### src/rtl/dz_pkg.sv
// Shared types and constants for the dz_scan_ctrl dot-matrix scan controller.
package dz_pkg;

    typedef enum logic [1:0] {
        ST_IDLE  = 2'd0,
        ST_BLANK = 2'd1,
        ST_SHOW  = 2'd2
    } dz_state_e;

    // Pixel colour: bit 0 drives colr, bit 1 drives colg.
    typedef enum logic [1:0] {
        PIX_OFF    = 2'b00,
        PIX_RED    = 2'b01,
        PIX_GREEN  = 2'b10,
        PIX_YELLOW = 2'b11
    } dz_pix_e;

    // Level of an unselected row line.
    localparam logic ROW_OFF = 1'b1;

endpackage

### src/rtl/dz_scan_ctrl_if.sv
// Back-buffer write and swap bus between the hatch-stage FSM and the scan controller.
interface dz_scan_ctrl_if #(
    parameter int unsigned ROWS = 8,
    parameter int unsigned COLS = 8
);
    localparam int unsigned RW = $clog2(ROWS);

    logic            wr_en;
    logic [RW-1:0]   wr_row;
    logic [COLS-1:0] wr_r;
    logic [COLS-1:0] wr_g;
    logic            swap;
    logic            swap_done;

    modport master (output wr_en, wr_row, wr_r, wr_g, swap, input swap_done);
    modport slave  (input wr_en, wr_row, wr_r, wr_g, swap, output swap_done);

endinterface

### src/rtl/dz_frame_buf.sv
// Double-buffered frame store: writes always hit the back bank, reads return the
// front bank as it will be after this edge's optional flip.
module dz_frame_buf
    import dz_pkg::*;
#(
    parameter int unsigned ROWS = 8,
    parameter int unsigned COLS = 8,
    localparam int unsigned RW  = $clog2(ROWS)
) (
    input  logic            clk,
    input  logic            rst_n,
    input  logic            wr_en,
    input  logic [RW-1:0]   wr_row,
    input  logic [COLS-1:0] wr_r,
    input  logic [COLS-1:0] wr_g,
    input  logic            flip,
    input  logic [RW-1:0]   rd_row,
    output logic [COLS-1:0] rd_r_c,
    output logic [COLS-1:0] rd_g_c
);

    logic            front_sel_q;
    logic [COLS-1:0] mem_r [2][ROWS];
    logic [COLS-1:0] mem_g [2][ROWS];
    logic            back_sel;
    logic            wr_ok;
    logic            rd_sel;
    logic            hit;

    assign back_sel = ~front_sel_q;
    assign wr_ok    = wr_en && ({1'b0, wr_row} < (RW+1)'(ROWS));

    // A flip promotes the current back bank, so a same-cycle write to it must be forwarded.
    assign rd_sel = front_sel_q ^ flip;
    assign hit    = flip && wr_ok && (wr_row == rd_row);
    assign rd_r_c = hit ? wr_r : mem_r[rd_sel][rd_row];
    assign rd_g_c = hit ? wr_g : mem_g[rd_sel][rd_row];

    always_ff @(posedge clk or negedge rst_n) begin
        if (!rst_n) begin
            front_sel_q <= 1'b0;
            for (int b = 0; b < 2; b++) begin
                for (int r = 0; r < ROWS; r++) begin
                    mem_r[b][r] <= '0;
                    mem_g[b][r] <= '0;
                end
            end
        end else begin
            if (flip) front_sel_q <= ~front_sel_q;
            if (wr_ok) begin
                mem_r[back_sel][wr_row] <= wr_r;
                mem_g[back_sel][wr_row] <= wr_g;
            end
        end
    end

endmodule

### src/rtl/dz_scan_ctrl.sv
// Row-scan controller for the bicolour egg-hatch LED matrix: blanking, dwell,
// tear-free buffer swap at frame boundaries, and frame-synchronous blink.
module dz_scan_ctrl
    import dz_pkg::*;
#(
    parameter int unsigned ROWS         = 8,
    parameter int unsigned COLS         = 8,
    parameter int unsigned DWELL        = 4,
    parameter int unsigned BLANK_CYC    = 1,
    parameter int unsigned BLINK_FRAMES = 64
) (
    input  logic              clk,
    input  logic              rst_n,
    input  logic              en,
    input  logic              blink,
    dz_scan_ctrl_if.slave     bus,
    output logic              frame_start,
    output logic [ROWS-1:0]   row,
    output logic [COLS-1:0]   colr,
    output logic [COLS-1:0]   colg
);

    localparam int unsigned RW         = $clog2(ROWS);
    localparam int unsigned CNT_MAX    = (DWELL > BLANK_CYC) ? DWELL : BLANK_CYC;
    localparam int unsigned CW         = (CNT_MAX > 1) ? $clog2(CNT_MAX) : 1;
    localparam int unsigned FW         = (BLINK_FRAMES > 1) ? $clog2(BLINK_FRAMES) : 1;
    localparam int unsigned DWELL_LAST = DWELL - 1;
    localparam int unsigned BLANK_LAST = (BLANK_CYC > 0) ? BLANK_CYC - 1 : 0;
    localparam int unsigned ROW_LAST   = ROWS - 1;
    localparam int unsigned FRM_LAST   = BLINK_FRAMES - 1;

    dz_state_e       state_q, state_d;
    logic [RW-1:0]   row_idx_q, row_idx_d;
    logic [CW-1:0]   cnt_q, cnt_d;
    logic [FW-1:0]   fcnt_q, fcnt_d;
    logic            phase_q, phase_d;
    logic            pending_q, pending_d;
    logic            boundary_c;
    logic            commit_c;

    logic [ROWS-1:0] row_nx;
    logic [COLS-1:0] colr_nx, colg_nx;
    logic [COLS-1:0] rd_r_c, rd_g_c;

    dz_frame_buf #(.ROWS(ROWS), .COLS(COLS)) u_buf (
        .clk    (clk),
        .rst_n  (rst_n),
        .wr_en  (bus.wr_en),
        .wr_row (bus.wr_row),
        .wr_r   (bus.wr_r),
        .wr_g   (bus.wr_g),
        .flip   (commit_c),
        .rd_row (row_idx_d),
        .rd_r_c (rd_r_c),
        .rd_g_c (rd_g_c)
    );

    // State and registered outputs.
    always_ff @(posedge clk or negedge rst_n) begin
        if (!rst_n) begin
            state_q       <= ST_IDLE;
            row_idx_q     <= '0;
            cnt_q         <= '0;
            fcnt_q        <= '0;
            phase_q       <= 1'b1;
            pending_q     <= 1'b0;
            frame_start   <= 1'b0;
            bus.swap_done <= 1'b0;
            row           <= {ROWS{ROW_OFF}};
            colr          <= '0;
            colg          <= '0;
        end else begin
            state_q       <= state_d;
            row_idx_q     <= row_idx_d;
            cnt_q         <= cnt_d;
            fcnt_q        <= fcnt_d;
            phase_q       <= phase_d;
            pending_q     <= pending_d;
            frame_start   <= boundary_c;
            bus.swap_done <= commit_c;
            row           <= row_nx;
            colr          <= colr_nx;
            colg          <= colg_nx;
        end
    end

    // Scan sequencing, swap pending and blink phase.
    always_comb begin
        state_d    = state_q;
        row_idx_d  = row_idx_q;
        cnt_d      = cnt_q;
        boundary_c = 1'b0;
        if (!en) begin
            state_d   = ST_IDLE;
            row_idx_d = '0;
            cnt_d     = '0;
        end else begin
            case (state_q)
                ST_IDLE: begin
                    boundary_c = 1'b1;
                    row_idx_d  = '0;
                    cnt_d      = '0;
                    state_d    = (BLANK_CYC == 0) ? ST_SHOW : ST_BLANK;
                end
                ST_BLANK: begin
                    if (cnt_q == CW'(BLANK_LAST)) begin
                        cnt_d   = '0;
                        state_d = ST_SHOW;
                    end else begin
                        cnt_d = cnt_q + 1'b1;
                    end
                end
                ST_SHOW: begin
                    if (cnt_q == CW'(DWELL_LAST)) begin
                        cnt_d   = '0;
                        state_d = (BLANK_CYC == 0) ? ST_SHOW : ST_BLANK;
                        if (row_idx_q == RW'(ROW_LAST)) begin
                            row_idx_d  = '0;
                            boundary_c = 1'b1;
                        end else begin
                            row_idx_d = row_idx_q + 1'b1;
                        end
                    end else begin
                        cnt_d = cnt_q + 1'b1;
                    end
                end
                default: state_d = ST_IDLE;
            endcase
        end

        commit_c  = boundary_c && pending_q;
        pending_d = commit_c ? 1'b0 : (pending_q | bus.swap);

        fcnt_d  = fcnt_q;
        phase_d = phase_q;
        if (!blink) begin
            fcnt_d  = '0;
            phase_d = 1'b1;
        end else if (boundary_c) begin
            if (fcnt_q == FW'(FRM_LAST)) begin
                fcnt_d  = '0;
                phase_d = ~phase_q;
            end else begin
                fcnt_d = fcnt_q + 1'b1;
            end
        end
    end

    // Pin drive for the state being entered.
    always_comb begin
        row_nx  = {ROWS{ROW_OFF}};
        colr_nx = '0;
        colg_nx = '0;
        if (state_d == ST_SHOW) begin
            row_nx[row_idx_d] = ~ROW_OFF;
            if (phase_d) begin
                colr_nx = rd_r_c;
                colg_nx = rd_g_c;
            end
        end
    end

endmodule

### src/flat_wrapper.sv
// flat-port wrapper written by rule: the top's interface ports become plain ports
module dz_scan_ctrl_flat import dz_pkg::*;
#(
    parameter int unsigned ROWS         = 8,
    parameter int unsigned COLS         = 8,
    parameter int unsigned DWELL        = 4,
    parameter int unsigned BLANK_CYC    = 1,
    parameter int unsigned BLINK_FRAMES = 64
)
  (clk, rst_n, en, blink, frame_start, row, colr, colg, bus_wr_en, bus_wr_row, bus_wr_r, bus_wr_g, bus_swap, bus_swap_done);
  dz_scan_ctrl_if #(.ROWS(ROWS), .COLS(COLS)) bus_i ();
  input  logic clk;
  input  logic rst_n;
  input  logic en;
  input  logic blink;
  output logic frame_start;
  output logic [ROWS-1:0] row;
  output logic [COLS-1:0] colr;
  output logic [COLS-1:0] colg;
  input wire logic [$bits(bus_i.wr_en)-1:0] bus_wr_en;
  input wire logic [$bits(bus_i.wr_row)-1:0] bus_wr_row;
  input wire logic [$bits(bus_i.wr_r)-1:0] bus_wr_r;
  input wire logic [$bits(bus_i.wr_g)-1:0] bus_wr_g;
  input wire logic [$bits(bus_i.swap)-1:0] bus_swap;
  output wire logic [$bits(bus_i.swap_done)-1:0] bus_swap_done;
  assign bus_i.wr_en = bus_wr_en;
  assign bus_i.wr_row = bus_wr_row;
  assign bus_i.wr_r = bus_wr_r;
  assign bus_i.wr_g = bus_wr_g;
  assign bus_i.swap = bus_swap;
  assign bus_swap_done = bus_i.swap_done;
  dz_scan_ctrl #(.ROWS(ROWS), .COLS(COLS), .DWELL(DWELL), .BLANK_CYC(BLANK_CYC), .BLINK_FRAMES(BLINK_FRAMES)) u_core (.clk(clk), .rst_n(rst_n), .en(en), .blink(blink), .bus(bus_i), .frame_start(frame_start), .row(row), .colr(colr), .colg(colg));
endmodule
### config.mk
export PLATFORM = sky130hd
export DESIGN_NAME = dz_scan_ctrl_flat
export DESIGN_NICKNAME = d
export VERILOG_FILES = /design/src/rtl/dz_pkg.sv /design/src/rtl/dz_scan_ctrl_if.sv /design/src/rtl/dz_frame_buf.sv /design/src/rtl/dz_scan_ctrl.sv /design/src/flat_wrapper.sv
export SDC_FILE = /design/constraint.sdc
export NUM_CORES = 1
export LEC_CHECK = 0
export BUFFER_PORTS_ARGS = -buffer_cell sky130_fd_sc_hd__buf_2
export CORE_AREA = 2 2 185 187
export CTS_CLUSTER_DIAMETER = 100
export DETAILED_ROUTE_END_ITERATION = 6
export DIE_AREA = 0 0 187 189
export GPL_TIMING_DRIVEN = 0
export PLACE_DENSITY = 0.53
export SKIP_LAST_GASP = 1
export SLEW_MARGIN = 10
export SYNTH_ARGS = -nofsm -noshare
export SYNTH_HDL_FRONTEND = slang
export SYNTH_SLANG_ARGS = --single-unit
### constraint.sdc
create_clock -name clk -period 5.2 [get_ports clk]
set_clock_uncertainty 0.05 [all_clocks]
set_input_delay 0.52 -clock clk [delete_from_list [all_inputs] [get_ports clk]]
set_output_delay 0.52 -clock clk [all_outputs]
set_load 0.01 [all_outputs]
==> results.yml, run 1 <==
worst_setup_path:
  r2r_end: "u_core.colg[7]"
  reg2reg_slack_ps: 1240
  cpMaxStageDelayCell: "buf_1"
  crit_chain: "inv_1, ha_1, buf_4, a31oi_1, o221a_2, buf_2, buf_1, nand2_1, a32oi_1, nand4_1, a21oi_1"
  critical_path_class: "register to register"
  cp_max_fo: 10
  ff2ff_path_depth: 11
  worst_ep_required_time_ps: 5530
  slowest_delay_ps: 800
  cp.arrival_ps: 4280
  r2r-start: "u_core.state_q[0]"
  startpoint_type: "register"
  end_kind: "register"
final_layout:
  drive_gt1_frac: 0.358
  finalNonFillerCells: 1626
  fin_nets: 1192
  diodes: 0
  fin_util: 0.468
  area_growth_pct: 15.0
sta:
  slew_violations: 0
  timing.final.crit_share: 0.761
  min_period_ps: 3960
  tns_ps: 0
  final_hold_viol_count: 0
  rsz0062_at_grt: "no"
  fin_hold_ws_ps: 181
  max_slew_margin: 0.156
  tightest_slew_ps: 1260
  max_freq_mhz: 253
  setup_viol: 0
synthesis:
  synth_cell_types: 56
  synth_top_area_frac: 0.534
  synth_area_um2: 13600
  async_reset_ff_frac: 1.00
  synth-main-ff-cell: "dfrtp_1"
  avgSynthCellArea_um2: 12.7
  synth_edf_count: 0
  synth_seq_cells: 298
  yosysMostFrequentCell: "dfrtp_1"
  synthTopCellsByArea: "dfrtp_1 53%, mux2_2 21%, mux2i_1 4.4%"
  synth_nets: 1104
  seq_area_frac_synth: 0.551
  syn_inst: 1069
  synth_common_cells: "289 x dfrtp_1, 258 x mux2_2, 154 x nand2_1"
  ys_warn_count: 0
  synth_top_area_cell: "dfrtp_1"
cts:
  clockRootBuffer: "clkbuf_16"
  cts.repair.resized: 0
  cts_buffers: 35
  clock_sinks: 298
  cts.path.max_buffers: 3
  cts_hold_buf: 1
  post_cts_buffers: 0
  clk_latency_ps: 510
  cts_tree: "done"
  cts.clk_slew.worst_paths_ps: 60
  htreeDepth: 2
routing:
  vias: 9010
  final_antenna_net_count: 0
  vias_per_cell: 5.54
  drt-wirelength-per-cell_um: 23.5
  drc: 0
  drt_iter0_markers: 780
  dr.pass1.iters: 5
  routed_wl_um: 38200
power:
  total_power_uw: 8770
  p_leak_uw: 0.00685
  p_per_area_nw_per_um2: 563
  irDropWorstVdd_mv: 0.316
floorplanning:
  rows: 67
  start_util: 0.407
  ios: 51
  die_height_um: 189
  core-area_um2: 33300
  design.die.area_um2: 35300
  die_x_um: 187
min_path:
  hp-class: "input pin to register"
  holdPathStages: 3
  holdCritStartpoint: "bus_swap"
  whs_endpoint: "u_core.pending_q"
job:
  maxCapViolations: 0
global_routing:
  grt_pass1_wl_um: 58100
  antenna_found_initial: 0
  grt_max_degree: 95
  grt_pass1_vias: 8986
  grt-ovfl-total: 0
  gr-usage-all-layers: 0.220
placement:
  dpl.hpwl_um: 26100
  port_buffers: 47
  dp_cells: 1567
  gp_congestion: 0.785
run_status:
  outcome: "finished, final reports clean"
==> critical path, delay by kind of cell, from the launching register on <==
family / cells / cell delay, ps
buf+inv: 4 / 1390
flops: 1 / 410
compound gates: 4 / 1410
fa+ha+maj: 1 / 270
simple gates: 2 / 260
==> cell families after synthesis <==
| family | Yosys count | share of synthesized area |
|---|---|---|
| buf+inv | 86 | 0.0281 |
| compound gates | 99 | 0.0612 |
| mux | 321 | 0.263 |
| xor+xnor | 5 | 0.00323 |
| simple gates | 250 | 0.0842 |
| fa+ha+maj | 10 | 0.00923 |
| flops | 298 | 0.551 |
==> cells in the final DEF (no fill, tap or decap), types with 3 or more instances in the layout <==
master     count
dfrtp_1      289
mux2_2       258
nand2_1      154
buf_2         73
mux2i_1       60
a32oi_1       60
clkbuf_1      47
clkbuf_16     37
nor2_1        22
nand4_1       16
a21oi_1       14
nand3_1       11
ha_1          10
dfstp_2        9
inv_1          8
buf_1          7
nor3_2         7
or3_1          6
nand2b_1       5
xnor2_1        5
clkinv_2       5
nor2b_1        4
and3_1         4
and2_1         4
a21oi_2        4
clkbuf_8       4
nand3b_1       3
nor3_1         3
a21boi_0       3
buf_16         3
==> per-stage QoR <==
step / setup WS [ps] / area [µm²]
6_report: 1240 / 15600
3_3_place_gp: -2310 / 14400
4_1_cts: 1350 / 15600
2_1_floorplan: 2470 / 13600
3_5_place_dp: 1380 / 14500
5_1_grt: 1160 / 15600
==> area by class of cell <==
| class | count | area (µm²) |
|---|---|---|
| multi-input cells | 685 | 5730 |
| clock inverters | 7 | 85.1 |
| inverters | 10 | 37.5 |
| repair buffers | 51 | 338 |
| fillers | 3063 | 17700 |
| flip-flops and latches | 298 | 7470 |
| clock buffers | 51 | 1020 |
| well taps | 448 | 561 |
| plain buffers | 76 | 343 |
==> layer usage <==
metal  routed length, µm  track usage  share of wire  vias up
li1                    -            -              -     4019
met1               18200        0.320           0.48     4723
met2               17500        0.349           0.46      222
met3                1800       0.0311          0.047       46
met4                 705       0.0495          0.018        0
met5                   0            0              0        -
==> power breakdown <==
part	switching, µW	total, µW	internal, µW
clock	941	2390	1450
combinational	1270	2540	1270
sequential	497	3840	3340
==> sequential cells by signal, indices dropped and copies added, names as in the netlist, 2 cells and up <==
| register | flops |
|---|---|
| u_core.state_q | 2 |
| u_core.row_idx_q | 3 |
| u_core.row | 8 |
| u_core.u_buf.mem_r | 128 |
| u_core.u_buf.mem_g | 128 |
| u_core.colg | 8 |
| u_core.cnt_q | 2 |
| u_core.colr | 8 |
| u_core.fcnt_q | 6 |
==> how the worst max path moves through the flow <==
stage                            from                endpoint  slack (ps)  cells past startpoint
floorplan           u_core.state_q[0]          u_core.colr[6]        2470                     11
global placement                rst_n  u_core.u_buf.mem_g[60]       -2310                      1
detailed placement  u_core.state_q[0]          u_core.colg[1]        1380                     10
CTS                 u_core.state_q[0]          u_core.colg[7]        1350                     11
global route        u_core.state_q[0]          u_core.colg[7]        1160                     11
finish              u_core.state_q[0]          u_core.colg[7]        1240                     11
(Power assumes the default switching activity.)
==> inputs of run 2 (changes only) <==
ABC_AREA = 1   (was default)
CORE_AREA = 2 2 186 188   (was 2 2 185 187)
DIE_AREA = 0 0 188 190   (was 0 0 187 189)
PLACE_DENSITY = 0.55   (was 0.53)
clock period = 3.21 ns   (was 5.2 ns; I/O delays follow)
==> results.yml, run 2 <==
run_status:
  outcome: "finished, final reports clean"
synthesis:
  yosysMostFrequentCell: "nand2_1"
  synth_edf_count: 0
  syn_inst: 1691
  synth_nets: 1726
  synth_area_um2: 13600
  synth_cell_types: 38
  ys_warn_count: 0
  avgSynthCellArea_um2: 8.04
  synth_top_area_cell: "dfrtp_1"
  synth_common_cells: "572 x nand2_1, 289 x dfrtp_1, 187 x nand3_1"
  synth-main-ff-cell: "dfrtp_1"
  async_reset_ff_frac: 1.00
  synth_top_area_frac: 0.532
  synth_seq_cells: 298
  synthTopCellsByArea: "dfrtp_1 53%, nand2_1 16%, nand3_1 6.9%"
  seq_area_frac_synth: 0.550
worst_setup_path:
  cp.depth: 16
  end_kind: "register"
  slowest_delay_ps: 570
  cpMaxStageDelayCell: "clkbuf_1"
  ff2ff_path_depth: 16
  cp_top_family: "simple AND/OR/NAND/NOR gates"
  worst_ep_required_time_ps: 3560
  cp_max_fo: 10
  cp.arrival_ps: 3440
  critical_path_class: "register to register"
  crit_chain: "inv_1, ha_1, nand2_1, inv_2, nor2_1, nor2_1, o21ai_2, inv_2, clkbuf_1, nand3_1, nand2_1, nand2_1, nand2_1, nor2_1, nor2_1, nor2_1"
  path_buf_inv: 4
  crit_top_cell: "nor2_1"
  startpoint_type: "register"
sta:
  setup_viol: 0
  tightest_slew_ps: 1360
  min_period_ps: 3080
  rsz0062_at_grt: "no"
  max_freq_mhz: 324
  final_hold_viol_count: 0
  slew_violations: 0
  setup_ws_ps: 126
  timing.final.crit_share: 0.961
  max_slew_margin: 0.0960
cts:
  clk_latency_ps: 530
  cts_tree: "done"
  clockRootBuffer: "clkbuf_16"
  htreeDepth: 2
  cts.path.max_buffers: 3
  cts.clk_slew.worst_paths_ps: 60
  clock_sinks: 298
  cts_buffers: 35
routing:
  routed_wl_um: 55800
  drc: 0
  dr.pass1.iters: 6
  vias_per_cell: 5.58
  drt_iter0_markers: 1445
  final_antenna_net_count: 0
  vias: 12600
  drt-wirelength-per-cell_um: 24.6
floorplanning:
  start_util: 0.400
  design.die.area_um2: 35700
  ios: 51
  die_x_um: 188
  die_height_um: 190
  rows: 68
  core-area_um2: 33900
min_path:
  hp-class: "input pin to register"
  holdPathStages: 3
final_layout:
  drive_gt1_frac: 0.0996
  multiInputGateArea_um2: 5370
  design_area_um2: 15700
  final_cell_mix: "572 x nand2_1, 289 x dfrtp_1, 187 x nand3_1"
  area_growth_pct: 15.8
  fin_nets: 1817
  reg_top3: "u_core.u_buf.mem_g: 128 flops, u_core.u_buf.mem_r: 128 flops"
  diodes: 0
  seqCellArea_um2: 7470
  fill_cells: 3402
  final_common_cell: "nand2_1"
  fin_util: 0.464
global_routing:
  grt-ovfl-total: 0
  grt_pass1_wl_um: 81400
  grt_pass1_vias: 12000
  antenna_found_initial: 1
  grt_max_degree: 108
  gr-usage-all-layers: 0.316
placement:
  placed_area_um2: 14500
  port_buffers: 49
  dpl.hpwl_um: 39200
  gp_congestion: 0.985
  dpl_worst_slack_ps: 83.6
power:
  irDropWorstVdd_mv: 0.417
  p_per_area_nw_per_um2: 968
  p_leak_uw: 0.00753
job:
  maxCapViolations: 0
==> run 2: cell types whose count changed in the layout (fill, tap and decap cells not counted), sizes merged, moves of 13 or more <==
cell,change
a21oi,+65
inv,+44
nand4,-13
mux2,-259
a32oi,-62
nand3,+177
nor2,+130
clkbuf,+34
o21ai,+181
nand2,+420
mux2i,-60
==> run 2: kinds of logic (layout without fill, tap and decap cells) <==
| family | after synthesis | after routing | share of synthesized area |
|---|---|---|---|
| xor+xnor | 2 | 2 | 0.00129 |
| compound gates | 279 | 279 | 0.105 |
| fa+ha+maj | 10 | 10 | 0.00921 |
| flops | 298 | 298 | 0.550 |
| buf+inv | 172 | 289 | 0.0554 |
| simple gates | 930 | 930 | 0.279 |
==> run 2: worst paths after layout <==
| kind | start | endpoint | slack [ps] |
|---|---|---|---|
| hold reg to reg | u_core.u_buf.mem_g[90] | u_core.u_buf.mem_g[90] | 430 |
| hold / removal | bus_wr_r[6] | u_core.u_buf.mem_r[70] | 10 |
| min in group asynchronous | rst_n | u_core.fcnt_q[3] | 360 |
| setup / recovery | u_core.state_q[0] | u_core.colr[5] | 130 |
| max in group asynchronous | rst_n | u_core.u_buf.mem_r[86] | 1710 |
| setup reg to reg | u_core.state_q[0] | u_core.colr[5] | 130 |
==> run 2: report_power, final <==
part | total [µW] | internal (µW) | leakage (µW) | switching (µW)
logic | 4590 | 1610 | 0.00324 | 2990
clock network | 4280 | 2630 | 0.000603 | 1650
registers | 6360 | 5360 | 0.00369 | 999
==> run 2: worst min-delay path, delay by kind of cell <==
family | cells | cell delay (ps)
AOI/OAI and AO/OA | 1 | 60
buffers and inverters | 1 | 120
and+or+nand+nor | 1 | 50
==> run 2: per-stage QoR <==
step                      setup TNS [ps]  cells  hold WS, ps  total power, µW
after detailed placement               0   2197          356            10900
after global routing                   0   2263         28.0            16100
after floorplan                        0   1691        -24.6             9160
final                                  0   2263         11.8            15200
after global placement          -1179420   2195          416            10800
after CTS                              0   2263         29.4            15100
==> run 2: metal layers <==
| metal | vias up | routed length, µm | global-route usage |
|---|---|---|---|
| met1 | 6196 | 23100 | 0.434 |
| met4 | 2 | 2850 | 0.147 |
| met2 | 625 | 24300 | 0.480 |
| met5 | - | 13 | 0 |
| met3 | 145 | 5420 | 0.0647 |
| li1 | 5664 | - | - |
==> run 2: final cells by class <==
type / instances / share of cell area
inverter: 55 / 0.0131
buffer: 117 / 0.0351
timing repair buffer: 54 / 0.0216
sequential: 298 / 0.475
clock inverter: 14 / 0.0137
clock buffer: 49 / 0.0648
tap: 455 / 0.0362
multi-input combinational: 1221 / 0.341
==> run 2: what timing repair did <==
item                                    CTS  global route
gates resized for setup                   0             8
buffers inserted                          0             0
endpoints found under the hold margin    84             0
hold buffers                              3             0
endpoints found under the setup margin    0            11
==> inputs of run 3 (changes only) <==
CTS_CLUSTER_DIAMETER = 120   (was 100)
RECOVER_POWER = 100   (was default)
==> results.yml, run 3 (synthesis results as in run 2) <==
run_status:
  outcome: "finished, violations left"
  violations: "max-capacitance violations, max-slew violations"
routing:
  drt_iter0_markers: 1423
  drc: 0
  dr.pass1.iters: 5
  final_antenna_net_count: 0
  routed_wl_um: 55800
  drt-wirelength-per-cell_um: 24.7
  vias_per_cell: 5.56
  vias: 12600
worst_setup_path:
  critical_path_class: "register to register"
  startpoint_type: "register"
  cp_max_fo: 10
  cpMaxStageDelayCell: "clkbuf_1"
  slowest_delay_ps: 560
  cp.arrival_ps: 3400
  crit_top_cell: "nor2_1"
  end_kind: "register"
  crit_chain: "inv_1, ha_1, nand2_1, inv_2, nor2_1, nor2_1, o21ai_2, inv_2, clkbuf_1, nand3_1, nand2_1, nand2_1, nand2_1, nor2_1, nor2_1, nor2_1"
  worst_ep_required_time_ps: 3560
global_routing:
  grt_use_met3: 0.0647
  grt_pass1_vias: 12000
  gr-usage-all-layers: 0.316
  busiest_layer: "met2"
  antenna_found_initial: 1
  met1_usage: 0.434
  grt_max_degree: 108
  grt-ovfl-total: 0
  grt_pass1_wl_um: 81400
  grt_use_met2: 0.480
sta:
  tns_ps: 0
  timing.final.crit_share: 0.950
  tightest_slew_ps: 2450
  fin_hold_ws_ps: 17.1
  max_freq_mhz: 328
  min_period_ps: 3050
  slew_violations: 98
  max_slew_margin: -0.633
  setup_viol: 0
  rsz0062_at_grt: "no"
  final_hold_viol_count: 0
cts:
  cts_tree: "done"
  clock_sinks: 298
  post_cts_buffers: 0
  cts.clk_slew.worst_paths_ps: 60
  htreeDepth: 2
  clockRootBuffer: "clkbuf_16"
  cts_buffers: 35
  clk_latency_ps: 530
  cts.path.max_buffers: 3
final_layout:
  final_cell_mix: "573 x nand2_1, 289 x dfrtp_1, 188 x nand3_1"
  reg_top3: "u_core.u_buf.mem_g: 128 flops, u_core.u_buf.mem_r: 128 flops"
  area_growth_pct: 15.4
  final_common_cell: "nand2_1"
  drive_gt1_frac: 0.0813
  diodes: 0
  fin_nets: 1817
  design_area_um2: 15700
placement:
  gp_congestion: 0.985
  placed_area_um2: 14500
  dpl.hpwl_um: 39200
  port_buffers: 49
floorplanning:
  core-area_um2: 33900
  rows: 68
  die_height_um: 190
  die_x_um: 188
  design.die.area_um2: 35700
  start_util: 0.400
  ios: 51
power:
  p_sw_frac: 0.370
  clockPowerShare: 0.281
  total_power_uw: 15200
  irDropWorstVdd_mv: 0.416
  p_comb_frac: 0.302
  internal_power_uw: 9590
  p_leak_uw: 0.00744
  power_frac_seq: 0.417
  net-switching-power_uw: 5640
  p_per_area_nw_per_um2: 971
min_path:
  hp-class: "input pin to register"
job:
  maxCapViolations: 2
-- run 3: cell count changes in the layout (fill, tap and decap cells not counted), moves of 2 or more --
cell	previous run	this run
buf_2	77	49
clkbuf_1	76	103
clkbuf_2	4	6
nor2_1	148	150
nor2_2	4	2
-- run 3: metal layers --
layer | share of wire | vias up
met5 | 0.00023 | -
met4 | 0.053 | 2
met3 | 0.090 | 149
met2 | 0.43 | 595
met1 | 0.42 | 6162
li1 | - | 5663
-- run 3: power groups by stage --
stage | Combinational (µW) | Sequential (µW) | Clock, µW
2_1_floorplan | 3130 | 6030 | 0
3_3_place_gp | 4430 | 6340 | 0
3_5_place_dp | 4500 | 6360 | 0
4_1_cts | 4520 | 6310 | 4310
5_1_grt | 5150 | 6510 | 4470
6_report | 4600 | 6350 | 4270
-- run 3: final timing paths --
check / startpoint / to / slack, ps / cells past startpoint
worst max-delay path: u_core.state_q[0] / u_core.colr[5] / 160 / 16
worst min-delay path: bus_wr_r[6] / u_core.u_buf.mem_r[70] / 20 / 3
worst min register to register: u_core.u_buf.mem_g[90] / u_core.u_buf.mem_g[90] / 430 / 2
worst max register to register: u_core.state_q[0] / u_core.colr[5] / 160 / 16
max in group asynchronous: rst_n / u_core.u_buf.mem_r[66] / 570 / 3
min in group asynchronous: rst_n / u_core.fcnt_q[3] / 1020 / 2
-- run 3: per-stage QoR --
stage / cells / worst slack [ps] / utilization
after floorplan: 1691 / 1120 / -
after global placement: 2195 / -4050 / 0.424
after detailed placement: 2197 / 83.6 / 0.426
after CTS: 2263 / 56.5 / 0.463
after global routing: 2263 / 8.77 / 0.462
final: 2263 / 160 / 0.462
-- run 3: timing repair --
item / CTS / global route
setup endpoints to repair: 0 / 11
gates resized for setup: 0 / 8
endpoints found under the hold margin: 84 / 0
hold buffers: 3 / 0
-- run 3: cell type report --
cell class | instances | area (µm²)
inverter | 55 | 206
fill | 3420 | 18300
tap | 455 | 569
multi-input combinational | 1221 | 5350
timing repair buffer | 54 | 298
sequential | 298 | 7470
clock buffer | 49 | 1020
buffer | 117 | 551
clock inverter | 14 | 215
-- run 3: critical path, delay by kind of cell (launching register included) --
family	cells	cell delay, ps
and+or+nand+nor	10	1220
buffers and inverters	4	850
DFF	1	420
adders and majority gates	1	240
AOI/OAI and AO/OA	1	140
